[config.mk]
export PLATFORM = sky130hd
export DESIGN_NAME = unified_mem_arbiter_flat
export DESIGN_NICKNAME = d
export VERILOG_FILES = /design/src/rtl/riscv_pkg.sv /design/src/rtl/unified_mem_arbiter_if.sv /design/src/rtl/mem_arb_pick.sv /design/src/rtl/unified_mem_arbiter.sv /design/src/flat_wrapper.sv
export SDC_FILE = /design/constraint.sdc
export NUM_CORES = 1
export LEC_CHECK = 0
export CAP_MARGIN = 20
export CORE_MARGIN = 1.5
export CORE_UTILIZATION = 50
export DETAILED_ROUTE_END_ITERATION = 12
export DONT_BUFFER_PORTS = 1
export HOLD_SLACK_MARGIN = 0.03
export PLACE_DENSITY_LB_ADDON = 0.08
export SLEW_MARGIN = 20
export SYNTH_ARGS = -nofsm -noshare
export SYNTH_HDL_FRONTEND = slang
export SYNTH_HIERARCHICAL = 1
export SYNTH_SLANG_ARGS = --single-unit
[constraint.sdc]
create_clock -name clk -period 2.5 [get_ports clk]
set_input_delay 0.5 -clock clk [delete_from_list [all_inputs] [get_ports clk]]
set_output_delay 0.5 -clock clk [all_outputs]
set_load 0.01 [all_outputs]
[src/rtl/riscv_pkg.sv]
// Shared core definitions: core width, NOP encoding and the memory-arbiter types.
package riscv_pkg;

    localparam int XLEN = 32;
    localparam logic [XLEN-1:0] INSTR_NOP = 32'h0000_0013;

    typedef enum logic [1:0] {
        IDLE      = 2'b00,
        ISSUE     = 2'b01,
        WAIT_RESP = 2'b10
    } arb_state_e;

    typedef enum logic {
        SRC_I = 1'b0,
        SRC_D = 1'b1
    } arb_src_e;

    typedef struct packed {
        logic            we;
        logic [XLEN-1:0] addr;
        logic [XLEN-1:0] wdata;
    } mem_req_s;

    function automatic logic [XLEN-1:0] word_align(input logic [XLEN-1:0] a);
        return {a[XLEN-1:2], 2'b00};
    endfunction

endpackage

[src/rtl/unified_mem_arbiter_if.sv]
// Bundle of fetch, data and memory-side handshake signals around the unified memory arbiter.
interface unified_mem_arbiter_if #(parameter int XLEN = 32);
    logic            i_req;
    logic [XLEN-1:0] i_addr;
    logic            i_gnt;
    logic            i_rvalid;
    logic [XLEN-1:0] i_rdata;
    logic            d_req;
    logic            d_we;
    logic [XLEN-1:0] d_addr;
    logic [XLEN-1:0] d_wdata;
    logic            d_gnt;
    logic            d_done;
    logic [XLEN-1:0] d_rdata;
    logic            bus_err;
    logic            mem_req;
    logic            mem_we;
    logic [XLEN-1:0] mem_addr;
    logic [XLEN-1:0] mem_wdata;
    logic            mem_ready;
    logic            mem_rvalid;
    logic [XLEN-1:0] mem_rdata;

    modport slave (
        input  i_req, i_addr, d_req, d_we, d_addr, d_wdata, mem_ready, mem_rvalid, mem_rdata,
        output i_gnt, i_rvalid, i_rdata, d_gnt, d_done, d_rdata, bus_err,
               mem_req, mem_we, mem_addr, mem_wdata
    );

    modport master (
        output i_req, i_addr, d_req, d_we, d_addr, d_wdata, mem_ready, mem_rvalid, mem_rdata,
        input  i_gnt, i_rvalid, i_rdata, d_gnt, d_done, d_rdata, bus_err,
               mem_req, mem_we, mem_addr, mem_wdata
    );
endinterface

[src/rtl/mem_arb_pick.sv]
// Priority decision between fetch and data: data wins unless fetch has waited out the streak limit.
module mem_arb_pick (
    input  logic i_req,
    input  logic d_req,
    input  logic streak_at_max,
    output logic i_win,
    output logic d_win
);

    // data-first priority with a starvation override for fetch
    always_comb begin
        d_win = d_req & ~(i_req & streak_at_max);
        i_win = i_req & ~d_win;
    end

endmodule

[src/rtl/unified_mem_arbiter.sv]
// Shares one single-port memory between instruction fetch and data ports with one
// outstanding transaction, data priority, fetch anti-starvation and a read timeout.
module unified_mem_arbiter
    import riscv_pkg::*;
#(
    parameter int XLEN         = riscv_pkg::XLEN,
    parameter int MAX_D_STREAK = 4,
    parameter int RESP_TIMEOUT = 64
) (
    input  logic                 clk,
    input  logic                 rst_n,
    unified_mem_arbiter_if.slave bus
);

    localparam int SW = $clog2(MAX_D_STREAK + 1);
    localparam int TW = $clog2(RESP_TIMEOUT + 1);

    arb_state_e      state_r;
    arb_src_e        src_r;
    mem_req_s        req_r;
    logic [SW-1:0]   streak_r;
    logic [TW-1:0]   tmo_r;
    logic            mem_req_r;
    logic            i_rvalid_r;
    logic [XLEN-1:0] i_rdata_r;
    logic            d_done_r;
    logic [XLEN-1:0] d_rdata_r;
    logic            bus_err_r;

    logic i_win_s;
    logic d_win_s;
    logic i_gnt_s;
    logic d_gnt_s;
    logic streak_at_max_s;

    assign streak_at_max_s = (streak_r == SW'(MAX_D_STREAK));

    mem_arb_pick u_pick (
        .i_req         (bus.i_req),
        .d_req         (bus.d_req),
        .streak_at_max (streak_at_max_s),
        .i_win         (i_win_s),
        .d_win         (d_win_s)
    );

    // grants are only offered in IDLE and are suppressed while reset is asserted
    always_comb begin
        i_gnt_s = 1'b0;
        d_gnt_s = 1'b0;
        if (rst_n && (state_r == IDLE)) begin
            i_gnt_s = i_win_s;
            d_gnt_s = d_win_s;
        end else begin
            i_gnt_s = 1'b0;
            d_gnt_s = 1'b0;
        end
    end

    // arbitration FSM, streak/timeout counters and registered response outputs
    always_ff @(posedge clk or negedge rst_n) begin
        if (!rst_n) begin
            state_r    <= IDLE;
            src_r      <= SRC_I;
            req_r      <= '0;
            streak_r   <= '0;
            tmo_r      <= '0;
            mem_req_r  <= 1'b0;
            i_rvalid_r <= 1'b0;
            i_rdata_r  <= INSTR_NOP;
            d_done_r   <= 1'b0;
            d_rdata_r  <= '0;
            bus_err_r  <= 1'b0;
        end else begin
            i_rvalid_r <= 1'b0;
            d_done_r   <= 1'b0;
            bus_err_r  <= 1'b0;
            case (state_r)
                IDLE: begin
                    if (i_gnt_s) begin
                        src_r       <= SRC_I;
                        req_r.we    <= 1'b0;
                        req_r.addr  <= word_align(bus.i_addr);
                        req_r.wdata <= '0;
                        mem_req_r   <= 1'b1;
                        streak_r    <= '0;
                        state_r     <= ISSUE;
                    end else if (d_gnt_s) begin
                        src_r       <= SRC_D;
                        req_r.we    <= bus.d_we;
                        req_r.addr  <= word_align(bus.d_addr);
                        req_r.wdata <= bus.d_wdata;
                        mem_req_r   <= 1'b1;
                        state_r     <= ISSUE;
                        if (!bus.i_req) begin
                            streak_r <= '0;
                        end else if (!streak_at_max_s) begin
                            streak_r <= streak_r + SW'(1);
                        end else begin
                            streak_r <= streak_r;
                        end
                    end else begin
                        state_r <= IDLE;
                    end
                end
                ISSUE: begin
                    if (bus.mem_ready) begin
                        mem_req_r <= 1'b0;
                        tmo_r     <= '0;
                        if (req_r.we) begin
                            d_done_r <= 1'b1;
                            state_r  <= IDLE;
                        end else begin
                            state_r  <= WAIT_RESP;
                        end
                    end else begin
                        state_r <= ISSUE;
                    end
                end
                WAIT_RESP: begin
                    if (bus.mem_rvalid) begin
                        state_r <= IDLE;
                        tmo_r   <= '0;
                        if (src_r == SRC_I) begin
                            i_rvalid_r <= 1'b1;
                            i_rdata_r  <= bus.mem_rdata;
                        end else begin
                            d_done_r   <= 1'b1;
                            d_rdata_r  <= bus.mem_rdata;
                        end
                    end else if (tmo_r == TW'(RESP_TIMEOUT - 1)) begin
                        // give up on the read: respond with a harmless value and flag the error
                        state_r   <= IDLE;
                        tmo_r     <= '0;
                        bus_err_r <= 1'b1;
                        if (src_r == SRC_I) begin
                            i_rvalid_r <= 1'b1;
                            i_rdata_r  <= INSTR_NOP;
                        end else begin
                            d_done_r   <= 1'b1;
                            d_rdata_r  <= '0;
                        end
                    end else begin
                        tmo_r <= tmo_r + TW'(1);
                    end
                end
                default: begin
                    state_r   <= IDLE;
                    mem_req_r <= 1'b0;
                end
            endcase
        end
    end

    assign bus.i_gnt     = i_gnt_s;
    assign bus.d_gnt     = d_gnt_s;
    assign bus.i_rvalid  = i_rvalid_r;
    assign bus.i_rdata   = i_rdata_r;
    assign bus.d_done    = d_done_r;
    assign bus.d_rdata   = d_rdata_r;
    assign bus.bus_err   = bus_err_r;
    assign bus.mem_req   = mem_req_r;
    assign bus.mem_we    = req_r.we;
    assign bus.mem_addr  = req_r.addr;
    assign bus.mem_wdata = req_r.wdata;

endmodule

[src/flat_wrapper.sv]
// flat-port wrapper written by rule: the top's interface ports become plain ports
module unified_mem_arbiter_flat import riscv_pkg::*;
#(
    parameter int XLEN         = riscv_pkg::XLEN,
    parameter int MAX_D_STREAK = 4,
    parameter int RESP_TIMEOUT = 64
)
  (clk, rst_n, bus_i_req, bus_i_addr, bus_d_req, bus_d_we, bus_d_addr, bus_d_wdata, bus_mem_ready, bus_mem_rvalid, bus_mem_rdata, bus_i_gnt, bus_i_rvalid, bus_i_rdata, bus_d_gnt, bus_d_done, bus_d_rdata, bus_bus_err, bus_mem_req, bus_mem_we, bus_mem_addr, bus_mem_wdata);
  unified_mem_arbiter_if #(.XLEN(XLEN)) bus_i ();
  input  logic clk;
  input  logic rst_n;
  input wire logic [$bits(bus_i.i_req)-1:0] bus_i_req;
  input wire logic [$bits(bus_i.i_addr)-1:0] bus_i_addr;
  input wire logic [$bits(bus_i.d_req)-1:0] bus_d_req;
  input wire logic [$bits(bus_i.d_we)-1:0] bus_d_we;
  input wire logic [$bits(bus_i.d_addr)-1:0] bus_d_addr;
  input wire logic [$bits(bus_i.d_wdata)-1:0] bus_d_wdata;
  input wire logic [$bits(bus_i.mem_ready)-1:0] bus_mem_ready;
  input wire logic [$bits(bus_i.mem_rvalid)-1:0] bus_mem_rvalid;
  input wire logic [$bits(bus_i.mem_rdata)-1:0] bus_mem_rdata;
  output wire logic [$bits(bus_i.i_gnt)-1:0] bus_i_gnt;
  output wire logic [$bits(bus_i.i_rvalid)-1:0] bus_i_rvalid;
  output wire logic [$bits(bus_i.i_rdata)-1:0] bus_i_rdata;
  output wire logic [$bits(bus_i.d_gnt)-1:0] bus_d_gnt;
  output wire logic [$bits(bus_i.d_done)-1:0] bus_d_done;
  output wire logic [$bits(bus_i.d_rdata)-1:0] bus_d_rdata;
  output wire logic [$bits(bus_i.bus_err)-1:0] bus_bus_err;
  output wire logic [$bits(bus_i.mem_req)-1:0] bus_mem_req;
  output wire logic [$bits(bus_i.mem_we)-1:0] bus_mem_we;
  output wire logic [$bits(bus_i.mem_addr)-1:0] bus_mem_addr;
  output wire logic [$bits(bus_i.mem_wdata)-1:0] bus_mem_wdata;
  assign bus_i.i_req = bus_i_req;
  assign bus_i.i_addr = bus_i_addr;
  assign bus_i.d_req = bus_d_req;
  assign bus_i.d_we = bus_d_we;
  assign bus_i.d_addr = bus_d_addr;
  assign bus_i.d_wdata = bus_d_wdata;
  assign bus_i.mem_ready = bus_mem_ready;
  assign bus_i.mem_rvalid = bus_mem_rvalid;
  assign bus_i.mem_rdata = bus_mem_rdata;
  assign bus_i_gnt = bus_i.i_gnt;
  assign bus_i_rvalid = bus_i.i_rvalid;
  assign bus_i_rdata = bus_i.i_rdata;
  assign bus_d_gnt = bus_i.d_gnt;
  assign bus_d_done = bus_i.d_done;
  assign bus_d_rdata = bus_i.d_rdata;
  assign bus_bus_err = bus_i.bus_err;
  assign bus_mem_req = bus_i.mem_req;
  assign bus_mem_we = bus_i.mem_we;
  assign bus_mem_addr = bus_i.mem_addr;
  assign bus_mem_wdata = bus_i.mem_wdata;
  unified_mem_arbiter #(.XLEN(XLEN), .MAX_D_STREAK(MAX_D_STREAK), .RESP_TIMEOUT(RESP_TIMEOUT)) u_core (.clk(clk), .rst_n(rst_n), .bus(bus_i));
endmodule
==> results of run 1 <==
## layout make-up
| cell class | instances | area (µm²) |
|---|---|---|
| multi-input combinational | 332 | 2450 |
| sequential | 144 | 3610 |
| fill | 1003 | 5130 |
| clock buffer | 21 | 470 |
| inverter | 13 | 48.8 |
| clock inverter | 10 | 135 |
| tap | 168 | 210 |
| timing repair buffer | 13 | 110 |
## worst max-delay path by stage
stage                              startpoint                             endpoint  slack [ps]  cells past startpoint
2_1_floorplan  u_core/streak_r[0]$_DFFE_PN0P_                            bus_i_gnt         530                      9
3_3_place_gp   u_core/streak_r[0]$_DFFE_PN0P_  u_core/bus.mem_wdata[4]$_DFFE_PN0P_         530                     10
3_5_place_dp   u_core/streak_r[0]$_DFFE_PN0P_  u_core/bus.mem_wdata[3]$_DFFE_PN0P_         440                     10
4_1_cts        u_core/streak_r[0]$_DFFE_PN0P_                            bus_i_gnt          40                      7
5_1_grt        u_core/streak_r[0]$_DFFE_PN0P_                            bus_d_gnt          10                      8
6_report       u_core/streak_r[0]$_DFFE_PN0P_                            bus_i_gnt         140                      7
## kinds of logic (layout without fill, tap and decap cells)
kind of cell / count (synthesis) / after routing / share of synthesized area
AOI/OAI and AO/OA: 221 / 221 / 0.262
adders and majority gates: 6 / 6 / 0.0119
buffers and inverters: 53 / 57 / 0.0446
DFF: 144 / 144 / 0.571
muxes: 34 / 34 / 0.0549
other: 1 / 2 / 0.000594
and+or+nand+nor: 68 / 69 / 0.0541
## cells in the final DEF (no fill, tap or decap), drive strengths merged, types with 3 or more instances in the layout
master      n
inv        12
nand2      35
o21ai      41
and3        4
a21oi       8
nand3       4
o22ai       3
dfrtp     141
ha          6
dfstp       3
clkinvlp    4
nor2        4
a22o       94
bufinv      3
mux2i      32
clkbuf     21
buf        13
clkinv      4
nor2b       4
a22oi       3
nand4       4
a21o       62
## routing by layer
layer,global-route usage,vias up,share of wire
met5,0,-,0
met3,0.0907,16,0.087
met4,0.0807,0,0.014
met2,0.350,177,0.49
li1,-,1936,-
met1,0.265,2135,0.40
## power breakdown
group	switching, mW	total [mW]	internal (mW)	leakage [nW]
Sequential	0.987	4.07	3.09	1.60
Clock	0.958	2.59	1.64	0.287
Combinational	0.754	1.67	0.917	1.09
## worst reg2reg max path, cell delays in order (launching register included)
cell and delay, ps:
dfrtp_1 360, inv_1 70, ha_1 210, nand2_1 100, inv_1 60, a21boi_1 200, nand3_2 130, buf_4 240
nor2_2 100, buf_4 320, a22o_1 200
## state kept, by name, indices dropped and copies added, names as in the netlist
register              flops
u_core/bus.d_done         1
u_core/bus.mem_addr      30
u_core/bus.mem_wdata     32
u_core/state_r            2
u_core/bus.bus_err        1
u_core/bus.i_rdata       32
u_core/src_r              1
u_core/bus.mem_we         1
u_core/bus.i_rvalid       1
u_core/bus.mem_req        1
u_core/tmo_r              7
u_core/bus.d_rdata       32
u_core/streak_r           3
## timing repair
item | 4_1_cts | 5_1_grt
setup endpoints to repair | 0 | 1
gates resized for setup | 0 | 2
endpoints found under the hold margin | 144 | 144
==> qor.csv, run 1 <==
metric,value,unit
number of buffers created by CTS,17,
Avg WL per Cell,20.8,µm
IO Pins,270,
Worst path slowest cell,dfrtp_1,
RSZ-0062 raised after global routing,no,
Crit path buffers/inverters,3,
number of synthesized flops with an enable pin,0,
Final min period,2360,ps
initial antenna violation count,0,
Netlist cell types,46,
mean post-synth cell area,12.0,µm²
most frequent cells after synthesis,"dfrtp_1, a22o_1, a21o_1, o21ai_0, nand2_1",
Final Core Density,0.578,
TritonRoute pass-1 iters,5,
R2R depth,10,
share of layout cells above drive strength 1,0.105,
setup TNS,0,ps
CTS Root Cell,clkbuf_16,
ys flop type,dfrtp_1,
Setup Skew,5.58,ps
die width,115,µm
antenna diode count,0,
CTS H-tree lvls,4,
worst-margin pin slew,727,ps
die height,115,µm
Inst Count DP,669,
RR Endpoint,u_core/bus.mem_wdata[3]$_DFFE_PN0P_,
global-route wire length before repair,22100,µm
"Largest stage delay, worst path",390,ps
clk buf depth,2,
violated checks,hold timing,
Syn Inst Count,527,
Synth Cell Area,6310,µm²
CP Cell Sequence,inv_1 > ha_1 > nand2_1 > inv_1 > inv_1 > a21boi_2 > and3_4,
WL final,14600,µm
Worst R2R Setup Slack,440,ps
largest net degree at the start of global routing,148,
drt drc,0,
critical path type,register to output pin,
Fin. Hold Viols,144,
final worst-path cycle share,0.945,
cell mode on critical path,inv_1,
vias in the first global route,4254,
Slew HR,0.514,
# nets final,662,
Die ar.,13300,µm²
Leak,2.98,nW
GRT overflow,0,
routability cong.,0.763,
synthesis-to-finish area growth,11.3,%
Post-DP HPWL,9530,µm
Final Setup Violations,0,
Overall Global Routing Usage,0.218,
Tot Pwr,8.34,mW
status,"finished, violations left",
PwrDens,1190,nW/µm²
final hold slack,-225,ps
Post-CTS Setup Inserts,0,
remaining antenna violation count,0,
via/cell ratio,6.08,
Worst Setup End Kind,output pin,
Setup Slack @ Placement,438,ps
"CP delay by family, top",simple AND/OR/NAND/NOR gates,
Synth area leaders,"dfrtp_1, a22o_1, a21o_1, mux2i_1, o21ai_0",
"Max FO, Critical Path",7,
top cell type's share of synthesized area,0.559,
Core Area,12200,µm²
dpl cell area,6410,µm²
Final WS setup,138,ps
Startpoint Class,register,
post-synthesis sequential area ratio,0.571,
max-cap viol count,0,
"Async S/R FF share, synth",1.00,
Starting DRT DRC Count,341,
Clock Sinks,144,
Worst-path clk slew,60,ps
fin. max-slew vios,0,
post-route cell area,7030,µm²
clock latency on the worst-skew pair,420,ps
CTS tree,done,
synth warn,6,
row count,40,
VDD IR max,659,µV
#FFs+latches synth,144,
critical path data required time,2000,ps
Fmax,0.423,GHz
biggest area consumer among synthesized cells,dfrtp_1,
initial core utilization,0.519,
fin cells,701,
DR vias,4264,
most common cell in the netlist,dfrtp_1,
crit path DAT,1860,ps
Hold Crit Class,input port to async pin,
RR Startpoint,u_core/streak_r[0]$_DFFE_PN0P_,
IO Port Bufs,0,
(Power assumes the default switching activity.)
==> run 2, diff against run 1 <==
- CAP_MARGIN: 20 -> 5
- CTS_BUF_LIST: not set -> sky130_fd_sc_hd__clkbuf_2 sky130_fd_sc_hd__clkbuf_4 sky130_fd_sc_hd__clkbuf_8
==> run 2 against run 1 <==
Against the previous run: the flow still finishes with violations (hold timing); routed wire length fell by 0.29%; design area fell by 2.6%; combinational power barely moved; critical path depth rose by 1; clock power fell by 25%; register-to-register slack got worse by 20 ps; first-iteration DRC count fell by 11%; global-route usage fell by 0.21 points; sequential share of layout area rose by 1.4 points; clock skew rose by 4.3 ps; critical endpoint is now bus_d_gnt; largest cell class unchanged.
==> qor.csv, run 2 (synthesized netlist as in run 1, its figures left out) <==
metric,value,unit,change
status,"finished, violations left",,
violated checks,hold timing,,
Logic pwr share,0.218,,+0.018
Worst-path clk slew,70,ps,about the same
Slew HR,0.527,,+0.0135
die width,115,µm,unchanged
routability cong.,0.763,,unchanged
via/cell ratio,6.08,,-0.12%
Core Area,12200,µm²,unchanged
Int Power,5.07,mW,-10%
vias in the first global route,4237,,-0.40%
final worst-path cycle share,0.951,,+0.00673
VDD IR max,604,µV,-8.4%
Setup Skew,9.85,ps,+4.28 ps
crit path DAT,1880,ps,+20 ps
global-route wire length before repair,21900,µm,-0.53%
Setup Slack @ Placement,438,ps,unchanged
PwrDens,1120,nW/µm²,-5.6%
die height,115,µm,unchanged
GRT overflow,0,,unchanged
Worst path slowest cell,dfrtp_1,,
critical path type,register to output pin,,
largest net degree at the start of global routing,148,,unchanged
CTS tree,done,,
Fin. Hold Viols,144,,unchanged
row count,40,,unchanged
Worst R2R Setup Slack,420,ps,-20 ps
TritonRoute pass-1 iters,4,,-1
number of buffers created by CTS,17,,unchanged
Clock Sinks,144,,unchanged
clk buf depth,2,,unchanged
RSZ-0062 raised after global routing,yes,,
NetSw,2.61,mW,-3.4%
clock latency on the worst-skew pair,440,ps,+20 ps
Hold Crit Class,input port to async pin,,
IO Port Bufs,0,,unchanged
WL final,14500,µm,-0.29%
Worst Setup End Kind,output pin,,
setup TNS,0,ps,unchanged
Die ar.,13300,µm²,unchanged
Leak,2.90,nW,-2.7%
Crit path buffers/inverters,4,,+1
share of layout cells above drive strength 1,0.107,,+0.00188
Starting DRT DRC Count,304,,-11%
CTS H-tree lvls,4,,unchanged
Flop pwr share,0.531,,+0.042
synthesis-to-finish area growth,8.48,%,
fin. max-slew vios,0,,unchanged
drt drc,0,,unchanged
Final Setup Violations,0,,unchanged
initial antenna violation count,0,,unchanged
"most common cell after layout, fill and taps aside",dfrtp_1,,
Fmax,0.420,GHz,-0.71%
cell mode on critical path,inv_1,,
final hold slack,-243,ps,-18.2 ps
max-cap viol count,0,,unchanged
antenna diode count,0,,unchanged
Inst Count DP,669,,unchanged
remaining antenna violation count,0,,unchanged
critical path data required time,2000,ps,about the same
CP Cell Sequence,inv_1 > ha_1 > nand2_1 > inv_1 > a21boi_1 > nand3_2 > clkinv_1 > buf_4,,
# nets final,662,,unchanged
Net Sw Frac,0.340,,+0.0162
Avg WL per Cell,20.7,µm,-0.29%
initial core utilization,0.519,,unchanged
Clk pwr share,0.251,,-0.060
"Largest stage delay, worst path",380,ps,about the same
"CP delay by family, top",buffers and inverters,,
DR vias,4259,,-0.12%
CTS Root Cell,clkbuf_8,,
IO Pins,270,,unchanged
"Max FO, Critical Path",6,,-1
Startpoint Class,register,,
Post-CTS Setup Inserts,0,,unchanged
fin cells,701,,unchanged
Final WS setup,122,ps,-16.8 ps
Overall Global Routing Usage,0.216,,-0.00207
Post-DP HPWL,9530,µm,unchanged
most frequent cells in the layout,"dfrtp_1, a22o_1, a21o_1, o21ai_0, nand2_1",,
Tot Pwr,7.67,mW,-8.0%
Final min period,2380,ps,+16.8 ps
worst-margin pin slew,707,ps,-20.2 ps
run 2: changes by cell type in the layout (fill, tap and decap cells not counted):
cell,previous run,this run
clkbuf_1,1,0
clkbuf_4,0,1
clkbuf_16,17,0
a21boi_2,1,0
clkbuf_8,3,20
a21boi_4,0,1
run 2: final cells by class:
type | count | area [µm²]
sequential | 144 | 3610
clock buffer | 21 | 283
clock inverter | 10 | 135
inverter | 13 | 48.8
multi-input combinational | 332 | 2450
timing repair buffer | 13 | 110
fill | 1028 | 5310
tap | 168 | 210
run 2: stage by stage:
stage / instance area, µm² / utilization
after floorplan: 6320 / -
after global placement: 6410 / 0.527
after detailed placement: 6410 / 0.527
after CTS: 6830 / 0.562
after global routing: 6850 / 0.563
final: 6850 / 0.563
run 2: power groups by stage:
stage                     registers (mW)  clock network [mW]  logic (mW)
final                               4.07                1.93        1.67
after global routing                4.17                2.07        1.88
after CTS                           4.09                1.98        1.67
after detailed placement            4.10                   0        1.68
after global placement              4.11                   0        1.59
after floorplan                     3.89                   0        1.45
run 2: final timing paths:
kind,from,endpoint,cells after the start
max reg2reg,u_core/streak_r[0]$_DFFE_PN0P_,u_core/bus.mem_wdata[3]$_DFFE_PN0P_,10
max,u_core/streak_r[0]$_DFFE_PN0P_,bus_d_gnt,8
max in group asynchronous,rst_n,u_core/bus.i_rdata[1]$_DFFE_PN1P_,0
min in group clk,bus_i_addr[2],u_core/bus.mem_addr[2]$_DFFE_PN0P_,2
min,rst_n,u_core/bus.i_rdata[5]$_DFFE_PN0P_,0
min reg2reg,u_core/tmo_r[6]$_DFFE_PN0P_,u_core/tmo_r[6]$_DFFE_PN0P_,1
run 2: layer usage:
layer	global-route usage	part of all wire
met1	0.264	0.40
met2	0.348	0.50
met3	0.0801	0.090
met4	0.0881	0.011
met5	0	0
run 2: timing repair:
| action | in CTS | in global routing |
|---|---|---|
| setup endpoints to repair | 1 | 2 |
| resized for setup | 1 | 2 |
| pin swaps | 0 | 1 |
| cloned | 0 | 1 |
| endpoints found under the hold margin | 144 | 144 |
==> run 3, diff against run 2 <==
- ABC_AREA: not set -> 1
==> run 3 against run 2 <==
Against the previous run: register-to-register slack better by 30 ps; largest power group unchanged; design area down 2.1%; hold slack gained 2.0 ps; critical path type unchanged; power up 4.3%; highest routed layer unchanged; synthesized cell count up 35%; the run still ends with hold timing left; non-clock buffer count shrank 2.
==> qor.csv, run 3 <==
metric,value,unit,change
vias in the first global route,4728,,+12%
Startpoint Class,register,,
Avg WL per Cell,18.0,µm,-13%
drt drc,0,,unchanged
"Largest stage delay, worst path",400,ps,+20 ps
clk buf depth,2,,unchanged
final hold slack,-241,ps,+1.99 ps
initial antenna violation count,0,,unchanged
Fmax,0.441,GHz,+4.9%
CP Cell Sequence,inv_1 > ha_1 > nand2_1 > inv_1 > inv_1 > a21oi_2 > nand3_2 > inv_1,,
TritonRoute pass-1 iters,4,,unchanged
worst-margin pin slew,543,ps,-164 ps
"CP delay by family, top",buffers and inverters,,
VDD IR max,479,µV,-21%
# nets final,830,,+25%
GRT overflow,0,,unchanged
remaining antenna violation count,0,,unchanged
Synth Cell Area,6350,µm²,+0.63%
Post-DP HPWL,10400,µm,+9.4%
Fin. Hold Viols,144,,unchanged
Overall Global Routing Usage,0.231,,+0.0149
filler instances,1185,,+15%
mean post-synth cell area,8.92,µm²,-26%
number of buffers created by CTS,17,,unchanged
Final WS setup,233,ps,+112 ps
Hold Crit Class,input port to async pin,,
initial core utilization,0.520,,+0.00115
Setup Slack @ Placement,471,ps,+33.1 ps
Core Area,12200,µm²,+0.41%
CTS H-tree lvls,4,,unchanged
die height,116,µm,+0.31%
setup TNS,0,ps,unchanged
Netlist cell types,35,,-24%
Clock Sinks,144,,unchanged
most common cell in the netlist,nand2_1,,
Worst path slowest cell,dfrtp_1,,
IO Port Bufs,0,,unchanged
Final Setup Violations,0,,unchanged
Setup Skew,8.72,ps,-1.13 ps
Final min period,2270,ps,-112 ps
#FFs+latches synth,144,,unchanged
"Max FO, Critical Path",6,,unchanged
max-cap viol count,0,,unchanged
most frequent cells in the layout,"nand2_1, dfrtp_1, nand3_1, nand4_1, nor2_1",,
number of synthesized flops with an enable pin,0,,unchanged
"Async S/R FF share, synth",1.00,,unchanged
CTS Root Cell,clkbuf_8,,
Crit path buffers/inverters,4,,unchanged
Inst Count DP,838,,+25%
critical path type,register to output pin,,
biggest area consumer among synthesized cells,dfrtp_1,,
Post-CTS Setup Inserts,0,,unchanged
global-route wire length before repair,24000,µm,+9.5%
post-cts resize count,0,,-1
violated checks,hold timing,,
IO Pins,270,,unchanged
share of layout cells above drive strength 1,0.0890,,-0.0180
Synth area leaders,"dfrtp_1, nand2_1, nand4_1, nand3_1, a31oi_1",,
fin. max-slew vios,0,,unchanged
fin cells,865,,+23%
Worst Setup End Kind,output pin,,
most frequent cells after synthesis,"nand2_1, dfrtp_1, nand3_1, nand4_1, nor2_1",,
status,"finished, violations left",,
post-synthesis sequential area ratio,0.568,,-0.00360
via/cell ratio,5.61,,-7.6%
antenna diode count,0,,unchanged
synth warn,6,,unchanged
DR vias,4856,,+14%
row count,40,,unchanged
Starting DRT DRC Count,291,,-4.3%
critical path data required time,2000,ps,about the same
Final Core Density,0.549,,-0.0140
WL final,15600,µm,+7.2%
synthesis-to-finish area growth,5.55,%,
top cell type's share of synthesized area,0.555,,-0.00352
PwrDens,1190,nW/µm²,+6.6%
"most common cell after layout, fill and taps aside",nand2_1,,
crit path DAT,1770,ps,-110 ps
final worst-path cycle share,0.907,,-0.0446
clock latency on the worst-skew pair,440,ps,about the same
cell mode on critical path,inv_1,,
Slew HR,0.638,,+0.111
routability cong.,0.757,,-0.76%
Leak,3.34,nW,+15%
RSZ-0062 raised after global routing,no,,
Worst-path clk slew,70,ps,about the same
largest net degree at the start of global routing,147,,-0.68%
CTS tree,done,,
die width,116,µm,+0.31%
Syn Inst Count,712,,+35%
ys flop type,dfrtp_1,,
Die ar.,13400,µm²,+0.62%
[run 3: power by group]
part	internal [mW]	switching, mW	total [mW]
clock network	0.774	0.779	1.55
logic	0.692	1.21	1.90
registers	3.33	1.22	4.55
total	4.80	3.21	8.01
[run 3: cell type report]
| class | count | area [µm²] | share of cell area |
|---|---|---|---|
| inverters | 23 | 86.3 | 0.0129 |
| multi-input cells | 492 | 2380 | 0.355 |
| flip-flops and latches | 144 | 3610 | 0.538 |
| clock inverters | 2 | 10.0 | 0.00149 |
| repair buffers | 11 | 108 | 0.0160 |
| clock buffers | 25 | 307 | 0.0457 |
| well taps | 168 | 210 | 0.0313 |
[run 3: metal layers]
metal	global-route usage	part of all wire	up-vias
li1	-	-	2326
met2	0.376	0.48	217
met3	0.0988	0.11	18
met5	0	0	-
met4	0.0805	0.015	0
met1	0.277	0.39	2295
[run 3: cell families after synthesis]
| group | synth area share |
|---|---|
| simple gates | 0.310 |
| flops | 0.568 |
| fa+ha+maj | 0.0118 |
| other cells | 0.000590 |
| compound gates | 0.0508 |
| buf+inv | 0.0589 |
[run 3: path summary, 6_finish.rpt]
path,cells after the start,start,endpoint,slack [ps]
max,8,u_core/streak_r[0]$_DFFE_PN0P_,bus_i_gnt,230
min,0,rst_n,u_core/bus.i_rdata[6]$_DFFE_PN0P_,-240
max reg2reg,11,u_core/streak_r[0]$_DFFE_PN0P_,u_core/bus.mem_addr[5]$_DFFE_PN0P_,450
min reg2reg,2,u_core/bus.i_rdata[1]$_DFFE_PN1P_,u_core/bus.i_rdata[1]$_DFFE_PN1P_,500
max in group asynchronous,0,rst_n,u_core/bus.d_rdata[7]$_DFFE_PN0P_,2450
min in group clk,1,bus_mem_rvalid,u_core/bus.bus_err$_DFF_PN0_,160
[run 3: worst register-to-register path, cell delays in order, from the launching register on]
cell	delay [ps]
dfrtp_1	370
inv_1	60
ha_1	190
nand2_1	80
inv_1	60
inv_1	60
a21oi_2	50
nand3_2	90
buf_4	300
buf_4	400
nand2_1	100
a31oi_1	210
[run 3: through the flow]
stage / hold slack [ps] / total power, mW / cell area [µm²]
global route: -286 / 8.60 / 6710
finish: -241 / 8.01 / 6710
floorplan: 204 / 5.91 / 6360
detailed placement: 208 / 6.53 / 6390
CTS: -282 / 8.11 / 6710
global placement: 208 / 6.41 / 6390
